==> config.mk <==
export PLATFORM = sky130hd
export DESIGN_NAME = div_16by8_flat
export DESIGN_NICKNAME = d
export VERILOG_FILES = /design/src/rtl/div_pkg.sv /design/src/rtl/div_16by8_if.sv /design/src/rtl/div_restore_step.sv /design/src/rtl/div_16by8.sv /design/src/flat_wrapper.sv
export SDC_FILE = /design/constraint.sdc
export NUM_CORES = 1
export LEC_CHECK = 0
export CORE_AREA = 2 2 101 64
export DETAILED_ROUTE_END_ITERATION = 6
export DIE_AREA = 0 0 103 66
export GPL_TIMING_DRIVEN = 0
export PLACE_DENSITY = 0.79
export SYNTH_ARGS = -nofsm -noshare
export SYNTH_HDL_FRONTEND = slang
export SYNTH_SLANG_ARGS = --single-unit
==> constraint.sdc <==
create_clock -name clk -period 4.72 [get_ports clk]
set_clock_uncertainty 0.1 [all_clocks]
set_input_delay 1.18 -clock clk [delete_from_list [all_inputs] [get_ports clk]]
set_output_delay 1.18 -clock clk [all_outputs]
set_load 0.05 [all_outputs]
==> src/rtl/div_pkg.sv <==
// Shared width constant and FSM state encoding for the restoring divider.
package div_pkg;

   localparam int unsigned DIV_N = 8;

   typedef enum logic [1:0] {
      IDLE = 2'd0,
      RUN  = 2'd1,
      DONE = 2'd2
   } state_e;

endpackage

==> src/rtl/div_16by8_if.sv <==
// Start/done handshake and operand/result bundle of the divider.
interface div_16by8_if
   import div_pkg::*;
#(
   parameter int unsigned N = DIV_N
);

   logic           start;
   logic [2*N-1:0] Dividend;
   logic [N-1:0]   Divisor;
   logic [N-1:0]   Quotient;
   logic [N-1:0]   Remainder;
   logic           fimOperacao;
   logic           Z;
   logic           OV;
   logic           DZ;

   modport master (
      output start, Dividend, Divisor,
      input  Quotient, Remainder, fimOperacao, Z, OV, DZ
   );

   modport slave (
      input  start, Dividend, Divisor,
      output Quotient, Remainder, fimOperacao, Z, OV, DZ
   );

endinterface

==> src/rtl/div_restore_step.sv <==
// One restoring-division iteration: trial subtract of the divisor from the shifted partial remainder.
module div_restore_step #(
   parameter int unsigned N = 8
) (
   input  logic [N:0]   r_shift_i,
   input  logic [N-1:0] divisor_i,
   output logic [N:0]   r_next_o,
   output logic         q_bit_o
);

   logic [N:0] trial_d;

   always_comb begin
      // NOTE: every output is given a default before the if, so no latch is inferred.
      r_next_o = r_shift_i;
      trial_d  = r_shift_i - {1'b0, divisor_i};
      q_bit_o  = (r_shift_i >= {1'b0, divisor_i});
      if (q_bit_o) begin
         r_next_o = trial_d;
      end
   end

endmodule

==> src/rtl/div_16by8.sv <==
// Sequential restoring 2N/N divider, one quotient bit per cycle, fixed N+1 cycle latency.
module div_16by8
   import div_pkg::*;
#(
   parameter int unsigned N = DIV_N
) (
   input  logic     clk,
   input  logic     rst,
   div_16by8_if.slave bus
);

   localparam int unsigned CW = $clog2(N) + 1;

   state_e         state_q;
   logic [CW-1:0]  count_q;
   logic [N-1:0]   divisor_q;
   logic [N:0]     r_q;
   logic [N-1:0]   low_q;
   logic           exc_dz_q;
   logic           exc_ov_q;
   logic [N-1:0]   quotient_q;
   logic [N-1:0]   remainder_q;
   logic           fim_q;
   logic           z_q;
   logic           ov_q;
   logic           dz_q;

   logic [N:0]     r_shift_d;
   logic [N:0]     r_next_d;
   logic           q_bit_d;

   assign r_shift_d = {r_q[N-1:0], low_q[N-1]};

   div_restore_step #(.N(N)) u_step (
      .r_shift_i (r_shift_d),
      .divisor_i (divisor_q),
      .r_next_o  (r_next_d),
      .q_bit_o   (q_bit_d)
   );

   // NOTE: all state is updated with non-blocking assignments so every register samples pre-edge values.
   always_ff @(posedge clk or posedge rst) begin
      if (rst) begin
         state_q     <= IDLE;
         count_q     <= '0;
         divisor_q   <= '0;
         r_q         <= '0;
         low_q       <= '0;
         exc_dz_q    <= 1'b0;
         exc_ov_q    <= 1'b0;
         quotient_q  <= '0;
         remainder_q <= '0;
         fim_q       <= 1'b0;
         z_q         <= 1'b0;
         ov_q        <= 1'b0;
         dz_q        <= 1'b0;
      end else begin
         case (state_q)
            IDLE: begin
               if (bus.start) begin
                  divisor_q <= bus.Divisor;
                  exc_dz_q  <= (bus.Divisor == '0);
                  exc_ov_q  <= (bus.Dividend[2*N-1:N] >= bus.Divisor);
                  fim_q     <= 1'b0;
                  count_q   <= '0;
                  r_q       <= {1'b0, bus.Dividend[2*N-1:N]};
                  low_q     <= bus.Dividend[N-1:0];
                  state_q   <= RUN;
               end
            end
            RUN: begin
               r_q     <= r_next_d;
               low_q   <= {low_q[N-2:0], q_bit_d};
               count_q <= count_q + 1'b1;
               if (count_q == CW'(N - 1)) begin
                  state_q <= DONE;
               end
            end
            DONE: begin
               // A carry into R[N] is only possible once the quotient has already overflowed.
               if (exc_ov_q || r_q[N]) begin
                  quotient_q  <= '0;
                  remainder_q <= '0;
                  z_q         <= 1'b0;
                  ov_q        <= 1'b1;
                  dz_q        <= exc_dz_q;
               end else begin
                  quotient_q  <= low_q;
                  remainder_q <= r_q[N-1:0];
                  z_q         <= (low_q == '0);
                  ov_q        <= 1'b0;
                  dz_q        <= 1'b0;
               end
               fim_q   <= 1'b1;
               state_q <= IDLE;
            end
            default: state_q <= IDLE;
         endcase
      end
   end

   assign bus.Quotient    = quotient_q;
   assign bus.Remainder   = remainder_q;
   assign bus.fimOperacao = fim_q;
   assign bus.Z           = z_q;
   assign bus.OV          = ov_q;
   assign bus.DZ          = dz_q;

endmodule
==> src/flat_wrapper.sv <==
// flat-port wrapper written by rule: the top's interface ports become plain ports
module div_16by8_flat import div_pkg::*;
#(
   parameter int unsigned N = DIV_N
)
  (clk, rst, bus_start, bus_Dividend, bus_Divisor, bus_Quotient, bus_Remainder, bus_fimOperacao, bus_Z, bus_OV, bus_DZ);
  div_16by8_if #(.N(N)) bus_i ();
  input  logic clk;
  input  logic rst;
  input wire logic [$bits(bus_i.start)-1:0] bus_start;
  input wire logic [$bits(bus_i.Dividend)-1:0] bus_Dividend;
  input wire logic [$bits(bus_i.Divisor)-1:0] bus_Divisor;
  output wire logic [$bits(bus_i.Quotient)-1:0] bus_Quotient;
  output wire logic [$bits(bus_i.Remainder)-1:0] bus_Remainder;
  output wire logic [$bits(bus_i.fimOperacao)-1:0] bus_fimOperacao;
  output wire logic [$bits(bus_i.Z)-1:0] bus_Z;
  output wire logic [$bits(bus_i.OV)-1:0] bus_OV;
  output wire logic [$bits(bus_i.DZ)-1:0] bus_DZ;
  assign bus_i.start = bus_start;
  assign bus_i.Dividend = bus_Dividend;
  assign bus_i.Divisor = bus_Divisor;
  assign bus_Quotient = bus_i.Quotient;
  assign bus_Remainder = bus_i.Remainder;
  assign bus_fimOperacao = bus_i.fimOperacao;
  assign bus_Z = bus_i.Z;
  assign bus_OV = bus_i.OV;
  assign bus_DZ = bus_i.DZ;
  div_16by8 #(.N(N)) u_core (.clk(clk), .rst(rst), .bus(bus_i));
endmodule
==> impl_results.md <==
- Status: finished, final reports clean
- Maximum vdd drop: 0.2447 mV
- Gp weighted congestion: 0.8986
- Number of global-route vias before repair: 2347
- Post-Syn Instances: 292
- EDFF count, synth: 0
- Final setup violating endpoints: 0
- Iteration-0 DRC Markers: 182
- Hold path cells: 2
- Share of flip-flops with an asynchronous set or reset: 100.0%
- Synth warn: 0
- Post-Syn Nets: 337
- CP Capture Type: flop
- Row count: 22
- Vias: 2485
- Ports: 47
- Final max-slew violation count: 0
- Max_cap viols: 0
- Period utilization: 63.23%
- CP required: 4800 ps
- Slowest CP cell: clkdlybuf4s50_1
- Pwr Density: 757.3 nW/µm²
- Sequential-to-total area share from yosys stat: 46.21%
- CTS resizes: 0
- Root buf cell: clkbuf_8
- DRC: 0
- Initial antenna violation count: 0
- Mean Syn Cell Area: 9.830 µm²
- GR Overflow Total: 0
- First-pass GRT wire length: 11790 µm
- LEAKAGE: 0.001581 µW
- Top_reg_cell synth: dfrtp_1
- Setup TNS: 0 ps
- Rel. slew slack: 60.63%
- Setup repair after global routing missed its margin: false
- H-Tree Depth: 2
- Die Ht: 66 µm
- Worst EP arrival: 3070 ps
- Critical Path Start Type: input port
- Longest Clk Path Bufs: 2
- Post-DRT Antenna Nets: 0
- Length of routed met3 wiring: 674 µm
- Largest net degree at the start of global routing: 38
- WS Path Type: input port to flop
- Cell variety after synth: 45
- Final Hold Viols: 0
- IO buf count: 45
- WL met1: 3485 µm
- Setup Fix Bufs, Post-CTS: 0
- # nets final: 390
- 1st-pass router iterations: 4
- Cts bufs inserted: 5
- Routed WL: 7216 µm
- Layout area overhead: 24.11%
- Starting Density: 48.73%
- R2R depth: 8
- DP HPWL: 5526 µm
- Peak Freq: 335.1 MHz
- Worst skew pair latency: 300 ps
- Wirelength per Cell: 16.78 µm
- Met2 routed WL: 3018 µm
- Cts hold-fix bufs: 0
- Layout cells sized above 1: 7.514%
- N_diodes: 0
- Die width: 103 µm
- Reg clk slew, reported paths: 90 ps
- Post-Route Utilization: 60.47%
- Final min period: 2985 ps
- CP max stage delay: 460 ps
- Total GRT Usage: 22.55%
- Synthesis-stage register bit count: 53
- WHS: 392.0 ps
- CTS sink cnt: 53
- Worst-path cell chain: clkdlybuf4s50_1, inv_1, ha_1, nand2b_1, a21o_1, a21oi_1, o21ai_0, a2111oi_0, nor3_1
- Core footprint: 5891 µm²
- Slew @ Worst Pin: 587.4 ps
- Worst R2R Setup Slack: 2370 ps
- Worst-path maximum fanout: 2
- TritonCTS clock tree: built
- Vias/cell: 5.779
- Hold crit path type: flop to flop
- Mapped Area: 2870 µm²
- Max Used Layer: met4
- Die area: 6798 µm²
[flip-flops by register name, indices dropped and copies added (netlist names), 2 cells and up]
name,cells
u_core.divisor_q,8
u_core.bus.Quotient,8
u_core.r_q,9
u_core.bus.Remainder,8
u_core.count_q,4
u_core.low_q,8
u_core.state_q,2
[final cells by class]
type / count / area [µm²]
Clock inverter: 1 / 30.03
Buffer: 15 / 80.08
Clock buffer: 7 / 86.33
Timing Repair Buffer: 46 / 470.5
Fill cell: 544 / 2328
Sequential cell: 53 / 1326
Inverter: 22 / 82.58
Tap cell: 84 / 105.1
Multi-Input combinational cell: 202 / 1381
[worst max-delay path, delay by kind of cell]
family                     cells  cell delay [ps]
adders and majority gates      1              270
buffers and inverters          2              540
AOI/OAI and AO/OA              4              850
and+or+nand+nor                2              230
[cell usage in the layout (no fill, tap or decap), types with 7 or more instances in the layout]
cell type	instances
a21oi_1	22
a22o_1	17
clkbuf_1	8
clkdlybuf4s50_1	45
dfrtp_1	53
ha_1	17
inv_1	21
nand2_1	30
nor2_1	7
nor2b_1	8
o21ai_0	23
o22ai_1	19
[stage by stage]
step                      power (µW)  instances  worst slack (ps)  area (µm²)
final                           2698        430              1735        3562
after global routing            2887        430              1637        3562
after CTS                       2684        430              1733        3562
after detailed placement        2369        422              1403        3446
after global placement          2297        421              1199        3426
after floorplan                 1948        292              2094        2870
[synth_stat cells, types with 2 or more instances]
master | n | area [µm²]
clkbuf_1 | 7 | 26.28
nand3_1 | 6 | 30.03
nor4_1 | 5 | 31.28
buf_2 | 4 | 20.02
a31oi_1 | 2 | 12.51
nor2_1 | 7 | 26.28
mux2i_1 | 4 | 40.04
o31ai_1 | 2 | 15.01
dfrtp_1 | 53 | 1326
buf_4 | 3 | 22.52
nor3_1 | 3 | 15.01
o22ai_1 | 19 | 118.9
o21ai_0 | 23 | 115.1
nor2b_1 | 8 | 50.05
nand2_1 | 30 | 112.6
a21oi_1 | 22 | 110.1
nand2b_1 | 2 | 12.51
xnor2_1 | 4 | 35.03
a22oi_1 | 2 | 15.01
a22o_1 | 17 | 148.9
inv_1 | 22 | 82.58
ha_1 | 17 | 212.7
a21o_1 | 4 | 30.03
o311ai_1 | 2 | 17.52
o22a_1 | 4 | 35.03
[path summary, 6_finish.rpt]
check | startpoint | endpoint
max | bus_Dividend[8] | u_core.exc_ov_q
min | u_core.divisor_q[4] | u_core.divisor_q[4]
max reg2reg | u_core.r_q[5] | u_core.r_q[1]
min reg2reg | u_core.divisor_q[4] | u_core.divisor_q[4]
max in group asynchronous | rst | u_core.bus.DZ
min in group asynchronous | rst | u_core.bus.Quotient[2]
[per-layer routing]
layer  vias to the layer above  track usage (%)
met5                         -                0
met1                      1196            34.48
li1                       1177                -
met4                         0            3.618
met2                       105            33.36
met3                         7            4.757
[report_power, final]
part           switching [µW]  total, µW  internal (µW)
Sequential                193        847            654
Combinational             889       1530            643
Clock                     146        319            173
Total                    1230       2700           1470
[cell families after synthesis]
| kind of cell | synth area share, % |
|---|---|
| adder cells (fa/ha/maj) | 8.108 |
| AO/OA/AOI/OAI | 25.46 |
| buffers and inverters | 5.667 |
| flip-flops | 46.21 |
| AND/OR/NAND/NOR | 11.64 |
| multiplexers | 1.395 |
| XOR/XNOR | 1.526 |
(Power assumes the default switching activity.)
